===== config.mk =====
export PLATFORM = sky130hd
export DESIGN_NAME = dut_stream_driver_flat
export DESIGN_NICKNAME = d
export VERILOG_FILES = /design/src/rtl/dut_stream_driver_if.sv /design/src/rtl/dut_stream_driver.sv /design/src/flat_wrapper.sv
export SDC_FILE = /design/constraint.sdc
export NUM_CORES = 1
export LEC_CHECK = 0
export BUFFER_PORTS_ARGS = -buffer_cell sky130_fd_sc_hd__buf_2
export CORE_MARGIN = 2
export CORE_UTILIZATION = 62
export DETAILED_ROUTE_END_ITERATION = 7
export GPL_TIMING_DRIVEN = 0
export PLACE_DENSITY = 0.85
export SLEW_MARGIN = 15
export SYNTH_ARGS = -nofsm -noshare
export SYNTH_HDL_FRONTEND = slang
export SYNTH_SLANG_ARGS = --single-unit
export TNS_END_PERCENT = 10

===== constraint.sdc =====
create_clock -name clk -period 3.9 [get_ports clk]
set_input_delay 0.78 -clock clk [delete_from_list [all_inputs] [get_ports clk]]
set_output_delay 0.78 -clock clk [all_outputs]
set_load 0.05 [all_outputs]

===== src/rtl/dut_stream_driver_if.sv =====
// Handshake and serial bundle between the PRBS stream driver and its environment.
// The driver takes the master modport: it sources d_in and the status outputs.
// The environment (DAC demo top or bench) takes the slave modport.
interface dut_stream_driver_if;
    logic       start;
    logic       d_in;
    logic       d_out;
    logic       busy;
    logic       done;
    logic       pass;
    logic [7:0] err_count;

    modport master (
        input  start,
        input  d_out,
        output d_in,
        output busy,
        output done,
        output pass,
        output err_count
    );

    modport slave (
        output start,
        output d_out,
        input  d_in,
        input  busy,
        input  done,
        input  pass,
        input  err_count
    );
endinterface


===== src/rtl/dut_stream_driver.sv =====
// PRBS stream driver for the dut serial path.
// Each accepted start sends ITERS bits from an 8-bit Fibonacci LFSR
// (x^8+x^6+x^5+x^4+1, seed reloaded per burst). It then waits LATENCY
// cycles so the echo can drain, and pulses done for one cycle.
// Every echoed bit is compared with a delayed copy of the transmitted bit.
// Mismatches are counted in a counter that saturates at 255.
module dut_stream_driver #(
    parameter int         ITERS   = 20,
    parameter int         LATENCY = 2,
    parameter logic [7:0] SEED    = 8'hA5
) (
    input  logic                clk,
    input  logic                rst_n,
    dut_stream_driver_if.master bus
);

    // Reject parameter values that cannot describe a working burst.
    if (ITERS < 1) begin : g_bad_iters
        $error("dut_stream_driver: ITERS must be >= 1");
    end
    if (LATENCY < 1) begin : g_bad_latency
        $error("dut_stream_driver: LATENCY must be >= 1");
    end
    if (SEED == 8'h00) begin : g_bad_seed
        $error("dut_stream_driver: SEED must be non-zero (LFSR lock-up)");
    end

    localparam int BCNT_W = $clog2(ITERS + 1);
    localparam int DCNT_W = $clog2(LATENCY + 1);
    localparam logic [BCNT_W-1:0] BCNT_LAST = BCNT_W'(ITERS);
    localparam logic [DCNT_W-1:0] DCNT_LAST = DCNT_W'(LATENCY - 1);

    typedef enum logic [1:0] {
        S_IDLE  = 2'd0,
        S_SEND  = 2'd1,
        S_DRAIN = 2'd2,
        S_DONE  = 2'd3
    } state_t;

    state_t              r_state;
    state_t              w_state_nxt;

    logic                w_load;       // start accepted: this edge sends bit 0
    logic                w_emit;       // SEND continues: this edge sends the next bit
    logic                w_tx_vld;     // a burst bit is launched onto d_in this edge
    logic                w_tx_bit;     // value of that bit
    logic                w_cmp_en;
    logic                w_mismatch;
    logic [7:0]          w_err_nxt;
    logic                w_drain_exit;

    logic [7:0]          r_lfsr;
    logic [BCNT_W-1:0]   r_bcnt;       // bits launched so far in this burst
    logic [DCNT_W-1:0]   r_dcnt;       // cycles spent in DRAIN
    logic                r_d_in;
    logic                r_busy;
    logic                r_done;
    logic                r_pass;
    logic [7:0]          r_err;
    logic [LATENCY:0]    r_exp;        // transmitted bits, aligned to the echo by the tap
    logic [LATENCY:0]    r_vld;        // marks which r_exp entries are real burst bits

    // One Fibonacci step. The new bit enters at the top; bit 0 is the output.
    function automatic logic [7:0] lfsr_step(input logic [7:0] s);
        return {s[0] ^ s[2] ^ s[3] ^ s[4], s[7:1]};
    endfunction

    // Saturating error increment, so a long bad burst parks at 255.
    function automatic logic [7:0] err_inc(input logic [7:0] e);
        return (e == 8'hFF) ? e : e + 8'd1;
    endfunction

    // State register.
    always_ff @(posedge clk or negedge rst_n) begin
        if (!rst_n) begin
            r_state <= S_IDLE;
        end else begin
            r_state <= w_state_nxt;
        end
    end

    // Next-state decode and per-edge control strobes.
    always_comb begin
        w_state_nxt  = r_state;
        w_load       = 1'b0;
        w_emit       = 1'b0;
        w_drain_exit = 1'b0;
        case (r_state)
            S_IDLE: begin
                if (bus.start) begin
                    w_state_nxt = S_SEND;
                    w_load      = 1'b1;
                end
            end
            S_SEND: begin
                if (r_bcnt == BCNT_LAST) begin
                    w_state_nxt = S_DRAIN;
                end else begin
                    w_emit = 1'b1;
                end
            end
            S_DRAIN: begin
                if (r_dcnt == DCNT_LAST) begin
                    w_state_nxt  = S_DONE;
                    w_drain_exit = 1'b1;
                end
            end
            S_DONE: begin
                w_state_nxt = S_IDLE;
            end
            default: begin
                w_state_nxt = S_IDLE;
            end
        endcase
    end

    assign w_tx_vld = w_load | w_emit;
    assign w_tx_bit = w_load ? SEED[0] : r_lfsr[0];

    // The echo tap is only trusted while a burst is in flight. DONE never compares.
    assign w_cmp_en   = r_vld[LATENCY] & ((r_state == S_SEND) | (r_state == S_DRAIN));
    assign w_mismatch = w_cmp_en & (bus.d_out != r_exp[LATENCY]);
    assign w_err_nxt  = w_mismatch ? err_inc(r_err) : r_err;

    // LFSR and bit counter. A start reloads the seed, so every burst is identical.
    always_ff @(posedge clk or negedge rst_n) begin
        if (!rst_n) begin
            r_lfsr <= SEED;
            r_bcnt <= '0;
        end else if (w_load) begin
            r_lfsr <= lfsr_step(SEED);
            r_bcnt <= BCNT_W'(1);
        end else if (w_emit) begin
            r_lfsr <= lfsr_step(r_lfsr);
            r_bcnt <= r_bcnt + BCNT_W'(1);
        end
    end

    // Drain counter. It runs only in DRAIN and stops at its last value, so it never wraps.
    always_ff @(posedge clk or negedge rst_n) begin
        if (!rst_n) begin
            r_dcnt <= '0;
        end else if (r_state != S_DRAIN) begin
            r_dcnt <= '0;
        end else if (r_dcnt != DCNT_LAST) begin
            r_dcnt <= r_dcnt + DCNT_W'(1);
        end
    end

    // Serial output plus the expected-bit/valid delay lines that line up with the echo.
    always_ff @(posedge clk or negedge rst_n) begin
        if (!rst_n) begin
            r_d_in <= 1'b0;
            r_exp  <= '0;
            r_vld  <= '0;
        end else begin
            r_d_in <= w_tx_vld ? w_tx_bit : 1'b0;
            r_exp  <= {r_exp[LATENCY-1:0], w_tx_bit};
            r_vld  <= {r_vld[LATENCY-1:0], w_tx_vld};
        end
    end

    // Status: busy, the done pulse, the error count, and pass.
    // pass uses the post-compare count, so it includes the final echoed bit.
    always_ff @(posedge clk or negedge rst_n) begin
        if (!rst_n) begin
            r_busy <= 1'b0;
            r_done <= 1'b0;
            r_err  <= 8'd0;
            r_pass <= 1'b0;
        end else begin
            r_busy <= (w_state_nxt == S_SEND) | (w_state_nxt == S_DRAIN);
            r_done <= (w_state_nxt == S_DONE);
            if (w_load) begin
                r_err  <= 8'd0;
                r_pass <= 1'b0;
            end else begin
                r_err <= w_err_nxt;
                if (w_drain_exit) begin
                    r_pass <= (w_err_nxt == 8'd0);
                end
            end
        end
    end

    assign bus.d_in      = r_d_in;
    assign bus.busy      = r_busy;
    assign bus.done      = r_done;
    assign bus.pass      = r_pass;
    assign bus.err_count = r_err;

endmodule


===== src/flat_wrapper.sv =====
// flat-port wrapper written by rule: the top's interface ports become plain ports
module dut_stream_driver_flat 
#(
    parameter int         ITERS   = 20,
    parameter int         LATENCY = 2,
    parameter logic [7:0] SEED    = 8'hA5
)
  (clk, rst_n, bus_start, bus_d_out, bus_d_in, bus_busy, bus_done, bus_pass, bus_err_count);
  dut_stream_driver_if bus_i ();
  input  logic clk;
  input  logic rst_n;
  input wire logic [$bits(bus_i.start)-1:0] bus_start;
  input wire logic [$bits(bus_i.d_out)-1:0] bus_d_out;
  output wire logic [$bits(bus_i.d_in)-1:0] bus_d_in;
  output wire logic [$bits(bus_i.busy)-1:0] bus_busy;
  output wire logic [$bits(bus_i.done)-1:0] bus_done;
  output wire logic [$bits(bus_i.pass)-1:0] bus_pass;
  output wire logic [$bits(bus_i.err_count)-1:0] bus_err_count;
  assign bus_i.start = bus_start;
  assign bus_i.d_out = bus_d_out;
  assign bus_d_in = bus_i.d_in;
  assign bus_busy = bus_i.busy;
  assign bus_done = bus_i.done;
  assign bus_pass = bus_i.pass;
  assign bus_err_count = bus_i.err_count;
  dut_stream_driver #(.ITERS(ITERS), .LATENCY(LATENCY), .SEED(SEED)) u_core (.clk(clk), .rst_n(rst_n), .bus(bus_i));
endmodule

==> results of run 1 <==
[cells by family after synthesis]
logic type,Yosys count,share of synthesized area
compound gates,26,0.112
xor+xnor,13,0.0667
fa+ha+maj,9,0.0659
buf+inv,12,0.0278
flops,35,0.516
mux,2,0.0117
simple gates,71,0.200
[path summary, 6_finish.rpt]
| check | startpoint | to | slack [ns] | cells past startpoint |
|---|---|---|---|---|
| max in group asynchronous | rst_n | u_core.r_state[1] | 2.93 | 1 |
| min in group asynchronous | rst_n | u_core.bus.err_count[0] | 0.48 | 1 |
| worst min-delay path | u_core.r_exp[1] | u_core.r_exp[2] | 0.35 | 0 |
| worst max register to register | u_core.bus.err_count[0] | u_core.bus.pass | 1.65 | 6 |
| worst min register to register | u_core.r_exp[1] | u_core.r_exp[2] | 0.35 | 0 |
| worst max-delay path | u_core.bus.err_count[0] | u_core.bus.pass | 1.65 | 6 |
[cell usage after synthesis (all sizes together)]
library cell	n
mux2i	2
nand4b	2
xor2	8
and3b	1
inv	7
dfstp	4
or4b	1
o21a	1
a31oi	2
nand4	3
a22o	2
nor4	1
nor3	5
nand2b	2
a211o	1
and4	1
o211a	1
and3	1
a211oi	3
o2111ai	1
ha	9
and2	4
nand2	30
clkbuf	3
o311a	1
a311oi	1
a41o	1
nand3	7
o21ai	4
xnor2	5
a21oi	8
nor2	13
buf	2
dfrtp	31
[worst max-delay path, delay by kind of cell, from the launching register on]
family | cells | cell delay, ns
simple gates | 2 | 0.64
fa+ha+maj | 1 | 0.31
flops | 1 | 0.52
compound gates | 3 | 0.71
[area by class of cell]
class                           count  area (um^2)
Sequential cell                    35          881
Multi-Input combinational cell    121          779
Fill cell                         208          778
Timing Repair Buffer               15         75.1
Clock buffer                        6         51.3
Tap cell                           31         38.8
Clock inverter                      2         35.0
Inverter                            7         26.3
Buffer                              5         21.3
[power breakdown]
part / internal (W) / total, W / switching [W]
registers: 0.000486 / 0.000563 / 0.0000772
clock network: 0.000151 / 0.000277 / 0.000125
logic: 0.000167 / 0.000462 / 0.000295
total: 0.000804 / 0.00130 / 0.000498
[state kept, by name, indices dropped and copies added (netlist names)]
| signal | count |
|---|---|
| u_core.r_state | 2 |
| u_core.r_dcnt | 2 |
| u_core.bus.err_count | 8 |
| u_core.r_bcnt | 5 |
| u_core.r_vld | 3 |
| u_core.bus.done | 1 |
| u_core.bus.busy | 1 |
| u_core.bus.d_in | 1 |
| u_core.r_lfsr | 8 |
| u_core.r_exp | 3 |
| u_core.bus.pass | 1 |
[through the flow]
step	instance area, um^2	hold WS, ns	worst slack, ns
detailed placement	1820	0.336	1.55
finish	1910	0.352	1.65
global placement	1820	0.333	1.62
CTS	1910	0.361	1.66
floorplan	1710	0.331	1.53
global route	1910	0.366	1.55
[routing by layer]
layer,global-route usage,wire [um],up-vias
met1,0.266,1360,642
met2,0.417,1730,31
met4,0.109,75,0
li1,-,-,622
met5,0,0,-
met3,0.0714,148,10
==> metrics.cfg, run 1 <==
[logic_synthesis]
yosysUniqueCellTypes=36
syn_nets=181
synthDominantCellAreaShare=0.454
seq_area_frac_synth=0.516
yosys.area.top_type=dfrtp_1
ys_ff_latch=35
synth_cells=168
netlist_area_mm2=0.00171
syn_avg_cell_area_um2=10.2
yosysWarningCount=0
synth.area.top_cells=dfrtp_1 45%, ha_1 6.6%, nand2_1 6.6%

[floorplan]
dieArea_mm2=0.00319
placementRows=19
core_area_mm2=0.00269
initial_utilization=0.636
die_x_um=56.5
io_pins=16
chipHeight_um=56.5

[power]
p_per_area_mw_per_mm2=682
p_leak_nw=0.928
power_w=0.00130
vdd_ir_drop_max_mv=0.448

[worst_setup_path]
crit_slowest_cell=dfrtp_1
cp_max_fo=8
critPathRequiredTime_ns=4.18
critical_path.startpoint_type=flop
max_stage_delay_ns=0.52
endpoint_kind=flop
arrival_ns=2.53
path_cells=ha_1, nand4_2, o311a_4, or4b_1, a22o_1, o21ai_2
path_class=flop to flop

[grt]
antenna_found_initial=0
grt-ovfl-total=0
grt_max_degree=36
grt_pass1_wl_mm=5.74
grt_pass1_vias=1306
grt_util_all_layers=0.239

[timing]
hold_violations=0
min_period_ns=2.25
setup_violations=0
fin_crit_sh=0.578
skew_ns=0.0135
final_max_slew_viol_count=0
max-slew-margin-rel=0.497
rsz0062_at_grt=no
fmax_mhz=444
tightestPinTransition_ns=0.755
setup_tns_ns=0

[drt]
antenna_left=0
dr.pass1.iters=4
via_count=1305
post_drt_wl_per_cell_um=14.9
drcViolationCount=0
drtIter0Drc=51
wl_mm=3.31
viasPerCell=5.88

[layout]
nets=203
n_antenna_cell=0
syn_to_final_growth_pct=11.7
layout_commonest_cell=dfrtp_1
drive_gt1_frac=0.168
final_util=0.710
fin_cells=222
final_cell_mix=31 x dfrtp_1, 30 x nand2_1, 17 x buf_2

[cts]
cts_tree=built
hold_buffers=0
root_buffer=clkbuf_4
clockBufferDepth=2
htreeDepth=2
ctsResizeCount=0
cts_buffers=5
clk_pin_slew_ns=0.11
insertion_delay_ns=0.35
clock_sinks=35
post_cts_buffers=0

[placed_design]
gp_congestion=0.848
io_buffers=15
dp.cells=214
dp_hpwl_mm=2.33

[hold_path]
hp-class=flop to flop

[job]
cap_violations=0

[run_status]
outcome=complete, no violations

Power figures use the tool's default switching activity.
==> run 2: changes to the inputs <==
ABC_AREA = 1   (was default)
CORE_UTILIZATION = 52   (was 62)
PLACE_DENSITY = 0.76   (was 0.85)
clock period = 1.94 ns   (was 3.9 ns; I/O delays follow)
==> metrics.cfg, run 2 <==
[grt]
grt-ovfl-total=0
grt_pass1_vias=1092
grt_util_all_layers=0.167
gr-usage-met1=0.207
antenna_found_initial=0
grt_max_degree=36
met2_usage=0.268
use_met3=0.0559
top_usage_layer=met2
grt_pass1_wl_mm=4.53

[logic_synthesis]
synthMuxAreaShare=0
synth-edff-count=0
seq_area_frac_synth=0.502
syn_nets=215
synthSimpleGateAreaFrac=0.244
synth.area.top_cells=dfrtp_1 44%, nand2_1 9.4%, inv_1 6.6%
ys_ff_latch=35
synth_common_cells=44 x nand2_1, 31 x dfrtp_1, 31 x inv_1, 16 x nor2_1, 13 x nand3_1
netlist_area_mm2=0.00175
synthDominantCellAreaShare=0.442
synth_top_family_by_area=simple AND/OR/NAND/NOR gates
synth_cells=202
yosysUniqueCellTypes=26
syn_avg_cell_area_um2=8.68
yosysWarningCount=0
yosysMostFrequentCell=nand2_1
synth_compound_area_frac=0.0813
yosys.area.top_type=dfrtp_1
synth-xor-area-share=0.0250
synthAdderAreaFrac=0.0642
async_reset_ff_frac=1.00
synth-main-ff-cell=dfrtp_1

[placed_design]
io_buffers=15
dp_hpwl_mm=2.17
dp_slack_ns=0.0557
gp_congestion=0.771

[layout]
layout_commonest_cell=nand2_1
final_cell_mix=44 x nand2_1, 31 x inv_1, 31 x dfrtp_1
syn_to_final_growth_pct=13.1
fill_cells=291
n_antenna_cell=0
final_util=0.604
drive_gt1_frac=0.213
nets=237

[timing]
min_period_ns=1.78
fmax_mhz=562
tightestPinTransition_ns=0.721
max-slew-margin-rel=0.519
setup_tns_ns=0
skew_ns=0.0128
fin_crit_sh=0.917
final_max_slew_viol_count=0
setup_violations=0
hold_violations=0
setup_slack_ns=0.161
rsz0062_at_grt=no

[cts]
cts_buffers=5
clk_pin_slew_ns=0.11
clockBufferDepth=2
post_cts_buffers=0
insertion_delay_ns=0.34
clock_sinks=35
htreeDepth=2
cts_tree=built
root_buffer=clkbuf_4

[drt]
post_drt_wl_per_cell_um=10.9
wl_mm=2.95
viasPerCell=4.80
drcViolationCount=0
dr.pass1.iters=4
antenna_left=0
via_count=1301
drtIter0Drc=59

[worst_setup_path]
critical_path.startpoint_type=flop
rr_worst_depth=11
path_cells=inv_1, ha_4, nand3_2, nor2_4, buf_6, nand3_1, nand2_1, nand2_1, nor2_1, nand2_1, a21oi_2
cp_common_cell=nand2_1
r2r_slack_ns=0.16
crit_family=simple AND/OR/NAND/NOR gates
r2r_start=u_core.r_state[1]
path_class=flop to flop
critPathRequiredTime_ns=2.22
startpoint=u_core.r_state[1]
path_buf_inv=2
r2r-end=u_core.bus.pass
crit_slowest_cell=dfrtp_1
endpoint_kind=flop
cp_max_fo=10
arrival_ns=2.06
max_stage_delay_ns=0.38

[floorplan]
chipHeight_um=62.1
core_area_mm2=0.00328
initial_utilization=0.534
die_x_um=62.1
placementRows=21
dieArea_mm2=0.00385
io_pins=16

[power]
p_per_area_mw_per_mm2=1470
p_leak_nw=1.02
vdd_ir_drop_max_mv=0.820

[hold_path]
hp-class=input pin to asynchronous set/reset pin

[run_status]
outcome=complete, no violations

[job]
cap_violations=0

[run 2: what timing repair did]
item,4_1_cts,5_1_grt
hold endpoints to repair,0,0
resized for setup,0,2
setup endpoints to repair,0,6
hold buffers,0,0
[run 2: area by class of cell]
cell class | count | area (um^2) | share of cell area
multi-input combinational | 130 | 742 | 0.374
clock inverter | 3 | 43.8 | 0.0221
clock buffer | 5 | 37.5 | 0.0189
tap | 46 | 57.6 | 0.0290
timing repair buffer | 15 | 75.1 | 0.0379
buffer | 1 | 11.3 | 0.00568
inverter | 36 | 135 | 0.0681
sequential | 35 | 881 | 0.444
[run 2: metrics by stage]
stage               instances  total power [W]  hold slack, ns  instance area, um^2
detailed placement        263          0.00240           0.335                 1890
floorplan                 202          0.00213          0.0924                 1750
global placement          263          0.00237           0.334                 1890
global route              271          0.00316           0.146                 1980
finish                    271          0.00292          0.0862                 1980
CTS                       271          0.00293           0.106                 1970
[run 2: metal layers]
metal  wire length (um)  share of wire
met5                  0              0
met4                 36          0.012
met3                 99          0.034
met2               1430           0.48
met1               1390           0.47
[run 2: worst max-delay path by stage]
| stage | endpoint | slack, ns | depth (start not counted) |
|---|---|---|---|
| 6_report | u_core.bus.pass | 0.16 | 11 |
| 5_1_grt | u_core.bus.pass | 0.02 | 11 |
| 4_1_cts | u_core.r_bcnt[0] | 0.04 | 8 |
| 3_5_place_dp | u_core.r_bcnt[0] | 0.06 | 8 |
| 3_3_place_gp | u_core.r_bcnt[0] | 0.09 | 8 |
| 2_1_floorplan | u_core.bus.pass | 0.12 | 11 |
[run 2: kinds of logic (layout without fill, tap and decap cells)]
family,after synthesis,in the layout
adder cells (fa/ha/maj),9,9
AND/OR/NAND/NOR,92,92
AO/OA/AOI/OAI,24,24
buffers and inverters,37,60
flip-flops,35,35
XOR/XNOR,5,5
[run 2: power breakdown]
group          internal, W  total, W  switching [W]  leakage (nW)
combinational     0.000418   0.00126       0.000842         0.546
clock             0.000271  0.000518       0.000247        0.0452
sequential         0.00101   0.00115       0.000137         0.431
total              0.00170   0.00292        0.00123          1.02
